### config.mk
export PLATFORM = sky130hd
export DESIGN_NAME = pipe_ctrl
export DESIGN_NICKNAME = d
export VERILOG_FILES = /design/src/rtl/pipe_ctrl_pkg.sv /design/src/rtl/pipe_ctrl_haz.sv /design/src/rtl/pipe_ctrl.sv
export SDC_FILE = /design/constraint.sdc
export NUM_CORES = 1
export LEC_CHECK = 0
export BUFFER_PORTS_ARGS = -buffer_cell sky130_fd_sc_hd__buf_2
export CAP_MARGIN = 20
export CORE_MARGIN = 2
export CORE_UTILIZATION = 45
export CTS_BUF_LIST = sky130_fd_sc_hd__clkbuf_8 sky130_fd_sc_hd__clkbuf_16
export CTS_CLUSTER_SIZE = 10
export DETAILED_ROUTE_END_ITERATION = 10
export MAX_ROUTING_LAYER = met4
export PLACE_DENSITY = 0.77
export SYNTH_ARGS = -nofsm -noshare
export SYNTH_HDL_FRONTEND = slang
export SYNTH_SLANG_ARGS = --single-unit
### constraint.sdc
create_clock -name clk -period 2.1 [get_ports clk]
set_input_delay 0.42 -clock clk [delete_from_list [all_inputs] [get_ports clk]]
set_output_delay 0.42 -clock clk [all_outputs]
set_load 0.005 [all_outputs]
### src/rtl/pipe_ctrl_pkg.sv
// Shared types and helpers for the pipeline stall/flush sequencer.
package pipe_ctrl_pkg;

    localparam int unsigned REG_INDEX_SIZE = 5;

    typedef logic [REG_INDEX_SIZE-1:0] reg_index_t;

    // Fetch-response FSM: DROP discards a stale in-flight response
    typedef enum logic {
        PIPE_CTRL_RUN  = 1'b0,
        PIPE_CTRL_DROP = 1'b1
    } pipe_ctrl_state_e;

    // Winning stall source; the oldest stage has the highest priority
    typedef enum logic [2:0] {
        PIPE_CTRL_PRI_NONE  = 3'd0,
        PIPE_CTRL_PRI_REDIR = 3'd1,
        PIPE_CTRL_PRI_IF    = 3'd2,
        PIPE_CTRL_PRI_ID    = 3'd3,
        PIPE_CTRL_PRI_EX    = 3'd4,
        PIPE_CTRL_PRI_MEM   = 3'd5
    } pipe_ctrl_pri_e;

    function automatic logic reg_hit(
        input reg_index_t rs,
        input logic       used,
        input reg_index_t rd,
        input logic       wen
    );
        return used & wen & (rd != '0) & (rs == rd);
    endfunction

endpackage

### src/rtl/pipe_ctrl_haz.sv
// ID-stage hazard detection for dependencies the forwarding network cannot cover.
module pipe_ctrl_haz
    import pipe_ctrl_pkg::*;
(
    input  logic [REG_INDEX_SIZE-1:0] i_rs1_index,
    input  logic [REG_INDEX_SIZE-1:0] i_rs2_index,
    input  logic                      i_rs1_used,
    input  logic                      i_rs2_used,
    input  logic [REG_INDEX_SIZE-1:0] i_id2ex_rd_index,
    input  logic                      i_id2ex_rd_wen,
    input  logic                      i_id2ex_inst_lui,
    input  logic [REG_INDEX_SIZE-1:0] i_ex2mem_rd_index,
    input  logic                      i_ex2mem_rd_wen,
    input  logic                      i_ex2mem_mem_read,
    output logic                      o_id_haz
);

    logic w_ex_hit;
    logic w_mem_hit;

    // Only LUI results forward out of EX; loads are not ready while in MEM
    assign w_ex_hit  = ~i_id2ex_inst_lui &
                       (reg_hit(i_rs1_index, i_rs1_used, i_id2ex_rd_index, i_id2ex_rd_wen) |
                        reg_hit(i_rs2_index, i_rs2_used, i_id2ex_rd_index, i_id2ex_rd_wen));
    assign w_mem_hit = i_ex2mem_mem_read &
                       (reg_hit(i_rs1_index, i_rs1_used, i_ex2mem_rd_index, i_ex2mem_rd_wen) |
                        reg_hit(i_rs2_index, i_rs2_used, i_ex2mem_rd_index, i_ex2mem_rd_wen));
    assign o_id_haz  = w_ex_hit | w_mem_hit;

endmodule

### src/rtl/pipe_ctrl.sv
// Stall/flush sequencer for the 5-stage pipeline, with stale-fetch drop FSM
// and a saturating stalled-cycle counter.
module pipe_ctrl
    import pipe_ctrl_pkg::*;
#(
    parameter int unsigned CNT_W = 32
) (
    input  logic                      clk,
    input  logic                      rst,
    input  logic [REG_INDEX_SIZE-1:0] pipe_ctrl_id_rs1_index_i,
    input  logic [REG_INDEX_SIZE-1:0] pipe_ctrl_id_rs2_index_i,
    input  logic                      pipe_ctrl_id_rs1_used_i,
    input  logic                      pipe_ctrl_id_rs2_used_i,
    input  logic [REG_INDEX_SIZE-1:0] pipe_ctrl_id2ex_rd_index_i,
    input  logic                      pipe_ctrl_id2ex_rd_wen_i,
    input  logic                      pipe_ctrl_id2ex_inst_lui_i,
    input  logic [REG_INDEX_SIZE-1:0] pipe_ctrl_ex2mem_rd_index_i,
    input  logic                      pipe_ctrl_ex2mem_rd_wen_i,
    input  logic                      pipe_ctrl_ex2mem_mem_read_i,
    input  logic                      pipe_ctrl_ex_busy_i,
    input  logic                      pipe_ctrl_mem_req_i,
    input  logic                      pipe_ctrl_mem_ready_i,
    input  logic                      pipe_ctrl_if_busy_i,
    input  logic                      pipe_ctrl_if_valid_i,
    input  logic                      pipe_ctrl_id_redirect_i,
    output logic                      pipe_ctrl_pc_stall_o,
    output logic                      pipe_ctrl_pc_redirect_o,
    output logic                      pipe_ctrl_if2id_stall_o,
    output logic                      pipe_ctrl_if2id_bubble_o,
    output logic                      pipe_ctrl_id2ex_stall_o,
    output logic                      pipe_ctrl_id2ex_bubble_o,
    output logic                      pipe_ctrl_ex2mem_stall_o,
    output logic                      pipe_ctrl_ex2mem_bubble_o,
    output logic                      pipe_ctrl_mem2wb_bubble_o,
    output logic [CNT_W-1:0]          pipe_ctrl_stall_cnt_o
);

    pipe_ctrl_state_e r_state;
    logic [CNT_W-1:0] r_stall_cnt;
    pipe_ctrl_pri_e   w_pri;
    logic             w_id_haz;
    logic             w_mem_stall;
    logic             w_ex_stall;
    logic             w_if_stall;
    logic             w_redir_ok;

    pipe_ctrl_haz u_haz (
        .i_rs1_index       (pipe_ctrl_id_rs1_index_i),
        .i_rs2_index       (pipe_ctrl_id_rs2_index_i),
        .i_rs1_used        (pipe_ctrl_id_rs1_used_i),
        .i_rs2_used        (pipe_ctrl_id_rs2_used_i),
        .i_id2ex_rd_index  (pipe_ctrl_id2ex_rd_index_i),
        .i_id2ex_rd_wen    (pipe_ctrl_id2ex_rd_wen_i),
        .i_id2ex_inst_lui  (pipe_ctrl_id2ex_inst_lui_i),
        .i_ex2mem_rd_index (pipe_ctrl_ex2mem_rd_index_i),
        .i_ex2mem_rd_wen   (pipe_ctrl_ex2mem_rd_wen_i),
        .i_ex2mem_mem_read (pipe_ctrl_ex2mem_mem_read_i),
        .o_id_haz          (w_id_haz)
    );

    assign w_mem_stall = pipe_ctrl_mem_req_i & ~pipe_ctrl_mem_ready_i;
    assign w_ex_stall  = pipe_ctrl_ex_busy_i;
    assign w_if_stall  = ~pipe_ctrl_if_valid_i | (r_state == PIPE_CTRL_DROP);
    assign w_redir_ok  = pipe_ctrl_id_redirect_i & ~w_id_haz & ~w_ex_stall & ~w_mem_stall;

    // An accepted redirect outranks a fetch stall: the PC loads the new target
    always_comb begin
        w_pri = PIPE_CTRL_PRI_NONE;
        if (w_mem_stall)     w_pri = PIPE_CTRL_PRI_MEM;
        else if (w_ex_stall) w_pri = PIPE_CTRL_PRI_EX;
        else if (w_id_haz)   w_pri = PIPE_CTRL_PRI_ID;
        else if (w_redir_ok) w_pri = PIPE_CTRL_PRI_REDIR;
        else if (w_if_stall) w_pri = PIPE_CTRL_PRI_IF;
    end

    // Each source holds everything upstream of it and bubbles the next stage down
    always_comb begin
        pipe_ctrl_pc_stall_o      = 1'b0;
        pipe_ctrl_pc_redirect_o   = 1'b0;
        pipe_ctrl_if2id_stall_o   = 1'b0;
        pipe_ctrl_if2id_bubble_o  = 1'b0;
        pipe_ctrl_id2ex_stall_o   = 1'b0;
        pipe_ctrl_id2ex_bubble_o  = 1'b0;
        pipe_ctrl_ex2mem_stall_o  = 1'b0;
        pipe_ctrl_ex2mem_bubble_o = 1'b0;
        pipe_ctrl_mem2wb_bubble_o = 1'b0;
        if (!rst) begin
            case (w_pri)
                PIPE_CTRL_PRI_MEM: begin
                    pipe_ctrl_pc_stall_o      = 1'b1;
                    pipe_ctrl_if2id_stall_o   = 1'b1;
                    pipe_ctrl_id2ex_stall_o   = 1'b1;
                    pipe_ctrl_ex2mem_stall_o  = 1'b1;
                    pipe_ctrl_mem2wb_bubble_o = 1'b1;
                end
                PIPE_CTRL_PRI_EX: begin
                    pipe_ctrl_pc_stall_o      = 1'b1;
                    pipe_ctrl_if2id_stall_o   = 1'b1;
                    pipe_ctrl_id2ex_stall_o   = 1'b1;
                    pipe_ctrl_ex2mem_bubble_o = 1'b1;
                end
                PIPE_CTRL_PRI_ID: begin
                    pipe_ctrl_pc_stall_o      = 1'b1;
                    pipe_ctrl_if2id_stall_o   = 1'b1;
                    pipe_ctrl_id2ex_bubble_o  = 1'b1;
                end
                PIPE_CTRL_PRI_REDIR: begin
                    pipe_ctrl_pc_redirect_o   = 1'b1;
                    pipe_ctrl_if2id_bubble_o  = 1'b1;
                end
                PIPE_CTRL_PRI_IF: begin
                    pipe_ctrl_pc_stall_o      = 1'b1;
                    pipe_ctrl_if2id_bubble_o  = 1'b1;
                end
                default: ;
            endcase
        end
    end

    // A redirect while a fetch is outstanding leaves a stale response to discard
    always_ff @(posedge clk) begin
        if (rst) begin
            r_state <= PIPE_CTRL_RUN;
        end else begin
            case (r_state)
                PIPE_CTRL_RUN:
                    if (w_redir_ok && pipe_ctrl_if_busy_i && !pipe_ctrl_if_valid_i)
                        r_state <= PIPE_CTRL_DROP;
                PIPE_CTRL_DROP:
                    if (!w_redir_ok && pipe_ctrl_if_valid_i)
                        r_state <= PIPE_CTRL_RUN;
                default: r_state <= PIPE_CTRL_RUN;
            endcase
        end
    end

    always_ff @(posedge clk) begin
        if (rst) begin
            r_stall_cnt <= '0;
        end else if (pipe_ctrl_pc_stall_o && (r_stall_cnt != '1)) begin
            r_stall_cnt <= r_stall_cnt + CNT_W'(1);
        end
    end

    assign pipe_ctrl_stall_cnt_o = r_stall_cnt;

endmodule

==> results.md, run 1 <==
* Outcome: finished with violations
* Failing checks: negative setup slack
* Worst setup EP type: output pin
* Fill cells at 353
* Site Rows at 24
* Total Routing Usage GR at 22.4%
* Wire per inst at 14.3 um
* Worst-Margin Slew at 0.412 ns
* GRT Max-Usage Layer: met2
* Port bufs at 74
* Clock Latency Late Sink at 0.29 ns
* Placed Area at 2610 sq um
* Number of global-route vias before repair at 2,120
* Seq/Total Area, Yosys at 32.7%
* Cell chain of the critical path: buf_2 > xnor2_1 > nand4_1 > o22ai_1 > a32o_2 > buf_6 > nor2b_4 > and2_1 > buf_2
* Ant. Diodes at 0
* Drt initial violations at 107
* First-pass GRT wire length at 9.07 mm
* Clock power share at 36.8%
* Internal power at 1.06 mW
* Fin crit share at 102%
* Sw frac at 25.2%
* Final worst slack at -0.0416 ns
* Root Buffer: clkbuf_8
* Clock skew at 0.00598 ns
* Slowest cell on the critical path: a32o_2
* Layout cells sized above 1 at 39.8%
* Worst Path Buf+Inv at 3
* Antenna violations before repair at 0
* Post-route cell area at 2910 sq um
* Yosys warns at 0
* GR Util met2 at 37.3%
* Met3 usage at 5.27%
* P_sw at 0.358 mW
* CP Launch Type: input pin
* Fmax at 467 MHz
* Worst hold path class: input pin to flop
* CTS clk-pin slew, worst paths at 0.07 ns
* Finish-stage setup viols at 3
* Max Root-Sink Buffers at 2
* Routed wire length at 5.79 mm
* Drc violations at 0
* Placer Congestion at 0.850
* CP arrival at 1.72 ns
* CP top delay family: compound AO/OA/AOI/OAI gates
* Die area at 5050 sq um
* # IOs at 75
* Chip height at 71.1 um
* Max-slew headroom at 72.5%
* CTS tree: done
* Peak supply drop at 332 uV
* Synth Net Count at 289
* H-tree depth at 2
* Crit-path max cell delay at 0.26 ns
* Die width at 71.1 um
* Syn_area_per_cell at 7.97 sq um
* Final number of hold-violating endpoints at 0
* Gate Count Post-Synth at 254
* Drt first pass iters at 4
* Sequential power share at 45.0%
* Leak pwr at 1.26 nW
* MaxCap Viol Count at 0
* Post-route minimum period at 2.14 ns
* Core area at 4350 sq um
* Detail Placement HPWL at 4.00 mm
* Vias at 2,308
* Grt total ovfl at 0
* Final #Nets at 388
* CP max FO at 4
* CTS Buf Count at 5
* Final ANT Viol Nets at 0
* Data required time of the worst path at 1.68 ns
* Post-synthesis register bit count at 33
* Starting Density at 46.5%
* Pwr Density at 489 nW/um^2
* Final Max Slew Viols at 0
* # clock sinks at 33
* CP dominant cell by count: buf_2
* Met1 Usage GRT at 27.1%
* Cts hold-fix bufs at 0
* Hold_ws at 0.440 ns
* Synthesis-to-finish area growth at 43.8%
* Netlist cell types at 41
* Total Power at 1.42 mW
* Via density at 5.68
* Logic pwr share at 18.1%
* CP Class: input pin to output pin
* Largest net degree at the start of global routing at 31
* Mapped Area at 2020 sq um
[power groups by stage]
stage               combinational (mW)  clock [mW]  sequential [mW]
floorplan                        0.114           0            0.656
global placement                 0.207           0            0.653
detailed placement               0.210           0            0.654
CTS                              0.214       0.539            0.640
global route                     0.277       0.566            0.642
finish                           0.258       0.524            0.641
[kinds of logic after synthesis]
group / count (synthesis) / share of synthesized area [%]
AO/OA/AOI/OAI: 67 / 18.7
XOR/XNOR: 21 / 9.09
adder cells (fa/ha/maj): 1 / 0.618
buffers and inverters: 17 / 5.50
flip-flops: 33 / 32.7
multiplexers: 2 / 1.05
AND/OR/NAND/NOR: 113 / 32.3
[per-layer routing]
metal | share of wire (%) | wire length (um)
met1 | 46 | 2640
met2 | 48 | 2770
met3 | 5.0 | 290
met4 | 1.7 | 97
met5 | 0 | 0
[cell type report]
| cell class | count | area, sq um | share of cell area, % |
|---|---|---|---|
| Clock inverter | 1 | 5.00 | 0.172 |
| Sequential cell | 33 | 663 | 22.8 |
| Clock buffer | 7 | 96.3 | 3.31 |
| Tap cell | 52 | 65.1 | 2.24 |
| Inverter | 3 | 11.3 | 0.387 |
| Timing Repair Buffer | 106 | 687 | 23.6 |
| Multi-Input combinational cell | 204 | 1380 | 47.5 |
[cell usage after synthesis]
| library cell | count | share of area [%] |
|---|---|---|
| dfxtp_1 | 33 | 33 |
| a21oi_1 | 30 | 7.4 |
| or3_1 | 24 | 7.4 |
| xnor2_1 | 20 | 8.7 |
| nand3_1 | 17 | 4.2 |
| o21ai_0 | 14 | 3.5 |
| nand2_1 | 12 | 2.2 |
| nor2_1 | 11 | 2.0 |
| nand4_1 | 10 | 3.1 |
| o21ai_1 | 9 | 2.2 |
| and3_1 | 8 | 2.5 |
| clkbuf_1 | 7 | 1.3 |
| and2_1 | 5 | 1.5 |
| and4_1 | 5 | 2.2 |
| nor3_1 | 5 | 1.2 |
| o31ai_1 | 5 | 1.9 |
| or4_1 | 5 | 1.9 |
| nor2b_1 | 4 | 1.2 |
| buf_2 | 3 | 0.74 |
| inv_1 | 3 | 0.56 |
| buf_12 | 2 | 2.0 |
| nor3b_1 | 2 | 0.74 |
| o22ai_1 | 2 | 0.62 |
| a32o_1 | 1 | 0.49 |
| and3_4 | 1 | 0.56 |
| buf_4 | 1 | 0.37 |
| buf_6 | 1 | 0.56 |
| ha_1 | 1 | 0.62 |
| mux2_1 | 1 | 0.56 |
| mux2i_1 | 1 | 0.49 |
| nor2_2 | 1 | 0.31 |
| nor4b_1 | 1 | 0.43 |
| nor4bb_1 | 1 | 0.49 |
| o2111ai_1 | 1 | 0.43 |
| o21a_1 | 1 | 0.37 |
| o21ai_2 | 1 | 0.43 |
| o21ba_1 | 1 | 0.49 |
| o21ba_2 | 1 | 0.49 |
| o31a_1 | 1 | 0.43 |
| or2_2 | 1 | 0.31 |
| xor2_1 | 1 | 0.43 |
[cells in the final DEF (no fill, tap or decap), types with 2 or more instances in the layout]
cell type and instances:
buf_4 28, nor2_1 11, nand4_1 10, nand3_1 17, dfxtp_1 31, and3_1 8, o22ai_1 2, nor2b_1 3
nor3_1 3, o21ai_1 9, o31ai_1 5, or3_1 24, and2_1 4, xnor2_2 12, o21ai_0 14, xnor2_1 8
dfxtp_2 2, clkbuf_8 7, buf_6 9, or4_1 5, a21oi_1 29, buf_12 2, inv_1 3, buf_2 67
nand2_1 12, and4_1 4
[per-stage QoR]
| step | setup TNS (ns) | util (%) | cells | setup slack [ns] |
|---|---|---|---|---|
| floorplan | 0 | - | 254 | 0.0532 |
| CTS | 0 | 62.8 | 406 | 0.00196 |
| detailed placement | -3.27 | 59.9 | 396 | -0.198 |
| finish | -0.0700 | 66.8 | 406 | -0.0416 |
| global route | -0.640 | 66.8 | 406 | -0.109 |
| global placement | -2.36 | 59.9 | 396 | -0.139 |
[path summary, 6_finish.rpt]
path	startpoint	to	slack, ns	depth (start not counted)
worst max-delay path	pipe_ctrl_ex2mem_rd_index_i[4]	pipe_ctrl_pc_redirect_o	-0.04	9
worst min-delay path	rst	r_state	0.44	2
worst max register to register	pipe_ctrl_stall_cnt_o[23]	pipe_ctrl_stall_cnt_o[1]	0.12	8
worst min register to register	pipe_ctrl_stall_cnt_o[8]	pipe_ctrl_stall_cnt_o[8]	0.49	2
[flip-flops by register name, indices dropped and copies added, names as in the netlist]
signal,cells
pipe_ctrl_stall_cnt_o,32
r_state,1
[timing repair]
action | in CTS | in global routing
buffers inserted | 2 | 0
gates cloned | 0 | 0
setup endpoints to repair | 2 | 11
pin swaps | 6 | 9
resized for setup | 4 | 40
Power figures use the tool's default switching activity.
==> inputs of run 2 (changes only) <==
--- a/config.mk
+++ b/config.mk
@@ -7,7 +7,7 @@
 export LEC_CHECK = 0
 export BUFFER_PORTS_ARGS = -buffer_cell sky130_fd_sc_hd__buf_2
 export CAP_MARGIN = 20
-export CORE_MARGIN = 2
+export CORE_MARGIN = 4
 export CORE_UTILIZATION = 45
 export CTS_BUF_LIST = sky130_fd_sc_hd__clkbuf_8 sky130_fd_sc_hd__clkbuf_16
 export CTS_CLUSTER_SIZE = 10
==> constraint.sdc (replaced) <==
create_clock -name clk -period 2.1 [get_ports clk]
set_input_delay 0.42 -clock clk [delete_from_list [all_inputs] [get_ports clk]]
set_output_delay 0.42 -clock clk [all_outputs]
set_load 0.01 [all_outputs]
==> results.md, run 2 (synthesized netlist as in run 1, its figures left out) <==
* Outcome: finished, final reports clean (was finished with violations)
* Final Max Slew Viols at 0 (unchanged)
* Worst setup EP type: output pin (unchanged)
* Finish-stage setup viols at 0 (was 3)
* Placer Congestion at 0.841 (was 0.850)
* Worst-Margin Slew at 0.445 ns (was 0.412 ns)
* Clock skew at 0.00668 ns (was 0.00598 ns)
* Clock Latency Late Sink at 0.29 ns (about the same)
* Synthesis-to-finish area growth at 44.3% (was 43.8%)
* Die width at 75.1 um (was 71.1 um)
* Worst hold path class: input pin to flop (unchanged)
* Register Area at 662 sq um (was 663 sq um)
* Number of global-route vias before repair at 2,180 (was 2,120)
* Routed wire length at 6.13 mm (was 5.79 mm)
* Commonest cells after routing, fill and taps aside: 68 x buf_2, 45 x buf_4, 32 x dfxtp_1, 29 x a21oi_1, 23 x or3_1 (was 67 x buf_2, 31 x dfxtp_1, 29 x a21oi_1, 28 x buf_4, 24 x or3_1)
* Core area at 4350 sq um (unchanged)
* Max Root-Sink Buffers at 2 (unchanged)
* Final #Nets at 402 (was 388)
* Final setup TNS at 0 ns (was -0.0700 ns)
* Layout cells sized above 1 at 39.7% (was 39.8%)
* Ant. Diodes at 0 (unchanged)
* Inst Count DP at 406 (was 396)
* H-tree depth at 2 (unchanged)
* Antenna violations before repair at 0 (unchanged)
* Post-route minimum period at 2.08 ns (was 2.14 ns)
* RSZ-0062 raised after global routing: true
* Multi-input gate area in the final layout at 1330 sq um (was 1380 sq um)
* CP Class: input pin to output pin (unchanged)
* CTS tree: done (unchanged)
* Flop-to-flop setup slack at 0.10 ns (was 0.12 ns)
* Peak supply drop at 359 uV (was 332 uV)
* # IOs at 75 (unchanged)
* Final number of hold-violating endpoints at 0 (unchanged)
* Port bufs at 74 (unchanged)
* Chip height at 75.1 um (was 71.1 um)
* Max FFs per register at 32 (unchanged)
* Largest net degree at the start of global routing at 37 (was 31)
* Via density at 5.55 (was 5.68)
* Pwr Density at 463 nW/um^2 (was 489 nW/um^2)
* Grt total ovfl at 0 (unchanged)
* Commonest non-fill, non-tap cell in the layout: buf_2 (unchanged)
* Fin crit share at 99.3% (was 102%)
* Leak pwr at 1.28 nW (was 1.26 nW)
* Util after Layout at 67.0% (was 66.8%)
* Drt first pass iters at 4 (unchanged)
* Detail Placement HPWL at 4.25 mm (was 4.00 mm)
* MaxCap Viol Count at 0 (unchanged)
* Vias at 2,330 (was 2,308)
* Fill cells at 352 (was 353)
* Drt initial violations at 87 (was 107)
* Root Buffer: clkbuf_8 (unchanged)
* Cell Count, Final, Fillers Out at 420 (was 406)
* Total Routing Usage GR at 21.7% (was 22.4%)
* Die area at 5630 sq um (was 5050 sq um)
* Data required time of the worst path at 1.68 ns (about the same)
* CP arrival at 1.66 ns (was 1.72 ns)
* CP Launch Type: input pin (unchanged)
* Site Rows at 24 (unchanged)
* Drc violations at 0 (unchanged)
* Fmax at 480 MHz (was 467 MHz)
* Wire per inst at 14.6 um (was 14.3 um)
* First-pass GRT wire length at 9.27 mm (was 9.07 mm)
* CP max FO at 4 (unchanged)
* CTS Buf Count at 5 (unchanged)
* Final ANT Viol Nets at 0 (unchanged)
* Max-slew headroom at 70.0% (was 72.5%)
* # clock sinks at 33 (unchanged)
* CTS clk-pin slew, worst paths at 0.07 ns (about the same)
* Starting Density at 46.5% (unchanged)
[run 2: layer usage]
layer | vias up | share of wire (%) | global-route usage, %
met2 | 82 | 47 | 35.5
met4 | 0 | 2.2 | 8.30
met1 | 1060 | 43 | 24.9
li1 | 1171 | - | -
met3 | 17 | 8.1 | 6.28
met5 | - | 0 | -
[run 2: where the power goes]
group	switching (mW)	internal (mW)
Clock	0.238	0.225
Combinational	0.126	0.127
Sequential	0.00415	0.633
Total	0.369	0.984
[run 2: worst max-delay path, cell delays in order]
cell     delay, ns
buf_2         0.13
nor3_1        0.24
a21oi_1       0.12
a32o_2        0.28
and2_4        0.15
or2_4         0.22
buf_6         0.12
[run 2: timing repair]
item,in CTS,in global routing
resized for setup,4,25
hold buffers,0,0
buffers inserted,2,3
gates cloned,0,1
endpoints found under the hold margin,0,0
endpoints found under the setup margin,2,25
pin swaps,2,8
[run 2: final timing paths]
kind / cells past startpoint / start / end
hold / removal: 4 / pipe_ctrl_if_valid_i / r_state
hold reg to reg: 2 / pipe_ctrl_stall_cnt_o[16] / pipe_ctrl_stall_cnt_o[16]
setup / recovery: 7 / pipe_ctrl_id2ex_rd_index_i[1] / pipe_ctrl_if2id_stall_o
setup reg to reg: 9 / pipe_ctrl_stall_cnt_o[16] / pipe_ctrl_stall_cnt_o[0]
[run 2: stage by stage]
step	area (sq um)	setup slack [ns]	hold WS (ns)	total power, mW
6_report	2920	0.0157	0.472	1.35
5_1_grt	2920	-0.0926	0.482	1.42
4_1_cts	2780	-0.0112	0.464	1.34
3_5_place_dp	2670	-0.165	0.497	0.871
3_3_place_gp	2670	-0.115	0.493	0.866
2_1_floorplan	2020	0.00640	0.509	0.776
[run 2: cell type report]
cell class / count / area share [%]
multi-input combinational: 204 / 45.6
timing repair buffer: 120 / 26.2
clock inverter: 3 / 0.471
clock buffer: 5 / 2.36
tap: 52 / 2.23
inverter: 3 / 0.386
sequential: 33 / 22.7
==> inputs of run 3 (changes only) <==
--- a/config.mk
+++ b/config.mk
@@ -13,7 +13,7 @@
 export CTS_CLUSTER_SIZE = 10
 export DETAILED_ROUTE_END_ITERATION = 10
 export MAX_ROUTING_LAYER = met4
-export PLACE_DENSITY = 0.77
+export PLACE_DENSITY = 0.87
 export SYNTH_ARGS = -nofsm -noshare
 export SYNTH_HDL_FRONTEND = slang
 export SYNTH_SLANG_ARGS = --single-unit
==> results.md, run 3 (synthesized netlist as in run 1, its figures left out) <==
* RSZ-0062 raised after global routing: true (unchanged)
* Fin crit share at 98.9% (was 99.3%)
* Port bufs at 74 (unchanged)
* Max FFs per register at 32 (unchanged)
* Starting Density at 46.5% (unchanged)
* Site Rows at 24 (unchanged)
* Core area at 4350 sq um (unchanged)
* CP Launch Type: input pin (unchanged)
* Data required time of the worst path at 1.68 ns (about the same)
* Final setup TNS at 0 ns (unchanged)
* CTS tree: done (unchanged)
* Pwr Density at 520 nW/um^2 (was 463 nW/um^2)
* Worst setup EP type: output pin (unchanged)
* MaxCap Viol Count at 0 (unchanged)
* Inst Count DP at 393 (was 406)
* Ant. Diodes at 0 (unchanged)
* Cts hold-fix bufs at 0 (unchanged)
* Cell Count, Final, Fillers Out at 405 (was 420)
* Worst hold path class: input pin to flop (unchanged)
* Placer Congestion at 0.743 (was 0.841)
* Largest net degree at the start of global routing at 37 (unchanged)
* Max Root-Sink Buffers at 2 (unchanged)
* H-tree depth at 2 (unchanged)
* CP top delay family: simple AND/OR/NAND/NOR gates (unchanged)
* CP arrival at 1.66 ns (about the same)
* Detail Placement HPWL at 4.34 mm (was 4.25 mm)
* Leak pwr at 1.26 nW (was 1.28 nW)
* Vias at 2,311 (was 2,330)
* Drt first pass iters at 4 (unchanged)
* Peak supply drop at 403 uV (was 359 uV)
* CP max FO at 5 (was 4)
* Antenna violations before repair at 0 (unchanged)
* Layout cells sized above 1 at 37.7% (was 39.7%)
* Post-route minimum period at 2.08 ns (about the same)
* Routed wire length at 6.15 mm (was 6.13 mm)
* Finish-stage setup viols at 0 (unchanged)
* Post-route cell area at 2920 sq um (about the same)
* Final number of hold-violating endpoints at 0 (unchanged)
* Number of global-route vias before repair at 2,099 (was 2,180)
* Final #Nets at 387 (was 402)
* Fmax at 482 MHz (was 480 MHz)
* Wire per inst at 15.2 um (was 14.6 um)
* CTS clk-pin slew, worst paths at 0.06 ns (was 0.07 ns)
* Synthesis-to-finish area growth at 44.4% (was 44.3%)
* Worst Path Buf+Inv at 2 (unchanged)
* Total Routing Usage GR at 21.2% (was 21.7%)
* Worst-Margin Slew at 0.474 ns (was 0.445 ns)
* CTS Buf Count at 5 (unchanged)
* # IOs at 75 (unchanged)
* # clock sinks at 33 (unchanged)
* Crit-path max cell delay at 0.30 ns (was 0.28 ns)
* Outcome: finished, final reports clean (unchanged)
* Die width at 75.1 um (unchanged)
* Drt initial violations at 66 (was 87)
* First-pass GRT wire length at 9.02 mm (was 9.27 mm)
* Via density at 5.71 (was 5.55)
* Cell chain of the critical path: buf_2 > xnor2_1 > nand4_1 > o22ai_1 > a32o_2 > and2_4 > or2_4 > buf_6 (was buf_2 > nor3_1 > a21oi_1 > a32o_2 > and2_4 > or2_4 > buf_6)
* Clock Latency Late Sink at 0.29 ns (about the same)
* Die area at 5630 sq um (unchanged)
* Final Max Slew Viols at 0 (unchanged)
* Total Power at 1.52 mW (was 1.35 mW)
* Commonest non-fill, non-tap cell in the layout: buf_2 (unchanged)
* Grt total ovfl at 0 (unchanged)
* CP Class: input pin to output pin (unchanged)
* Flop-to-flop setup slack at 0.13 ns (was 0.10 ns)
* Placed Area at 2570 sq um (was 2670 sq um)
* Root Buffer: clkbuf_8 (unchanged)
* Slowest cell on the critical path: a32o_2 (unchanged)
* Chip height at 75.1 um (unchanged)
* Final ANT Viol Nets at 0 (unchanged)
* Commonest cells after routing, fill and taps aside: 58 x buf_2, 33 x dfxtp_1, 32 x buf_4, 30 x a21oi_1, 24 x or3_1 (was 68 x buf_2, 45 x buf_4, 32 x dfxtp_1, 29 x a21oi_1, 23 x or3_1)
* Util after Layout at 67.1% (was 67.0%)
* Drc violations at 0 (unchanged)
* Clock skew at 0.00882 ns (was 0.00668 ns)
* Max-slew headroom at 68.1% (was 70.0%)
run 3: final cells by class:
| class | count | area [sq um] |
|---|---|---|
| Tap cell | 52 | 65.1 |
| Sequential cell | 33 | 661 |
| Timing Repair Buffer | 105 | 708 |
| Multi-Input combinational cell | 204 | 1360 |
| Fill cell | 360 | 1430 |
| Clock buffer | 6 | 82.6 |
| Inverter | 3 | 11.3 |
| Clock inverter | 2 | 33.8 |
run 3: metal layers:
metal	track usage, %	part of all wire (%)	vias up
met5	-	0	-
met4	6.92	1.7	0
met1	23.6	41	1078
li1	-	-	1140
met3	5.61	7.7	11
met2	36.5	50	82
run 3: repair_timing:
item / in CTS / in global routing
gates resized for setup: 3 / 45
buffers inserted: 1 / 3
endpoints found under the setup margin: 2 / 4
endpoints found under the hold margin: 0 / 0
pin swaps: 2 / 14
run 3: path summary, 6_finish.rpt:
path,startpoint,to,depth (start not counted)
worst max-delay path,pipe_ctrl_ex2mem_rd_index_i[1],pipe_ctrl_if2id_stall_o,8
worst min-delay path,rst,r_state,2
worst max register to register,pipe_ctrl_stall_cnt_o[7],pipe_ctrl_stall_cnt_o[1],8
worst min register to register,pipe_ctrl_stall_cnt_o[28],pipe_ctrl_stall_cnt_o[28],2
run 3: power breakdown:
part	total (mW)	internal, mW	switching [mW]
combinational	0.271	0.141	0.130
clock	0.610	0.382	0.229
sequential	0.639	0.633	0.00636
run 3: stage by stage:
stage / setup WS (ns) / hold slack (ns)
3_5_place_dp: -0.169 / 0.490
4_1_cts: 0.000781 / 0.342
5_1_grt: -0.0520 / 0.348
3_3_place_gp: -0.0859 / 0.475
2_1_floorplan: 0.00640 / 0.509
6_report: 0.0234 / 0.349
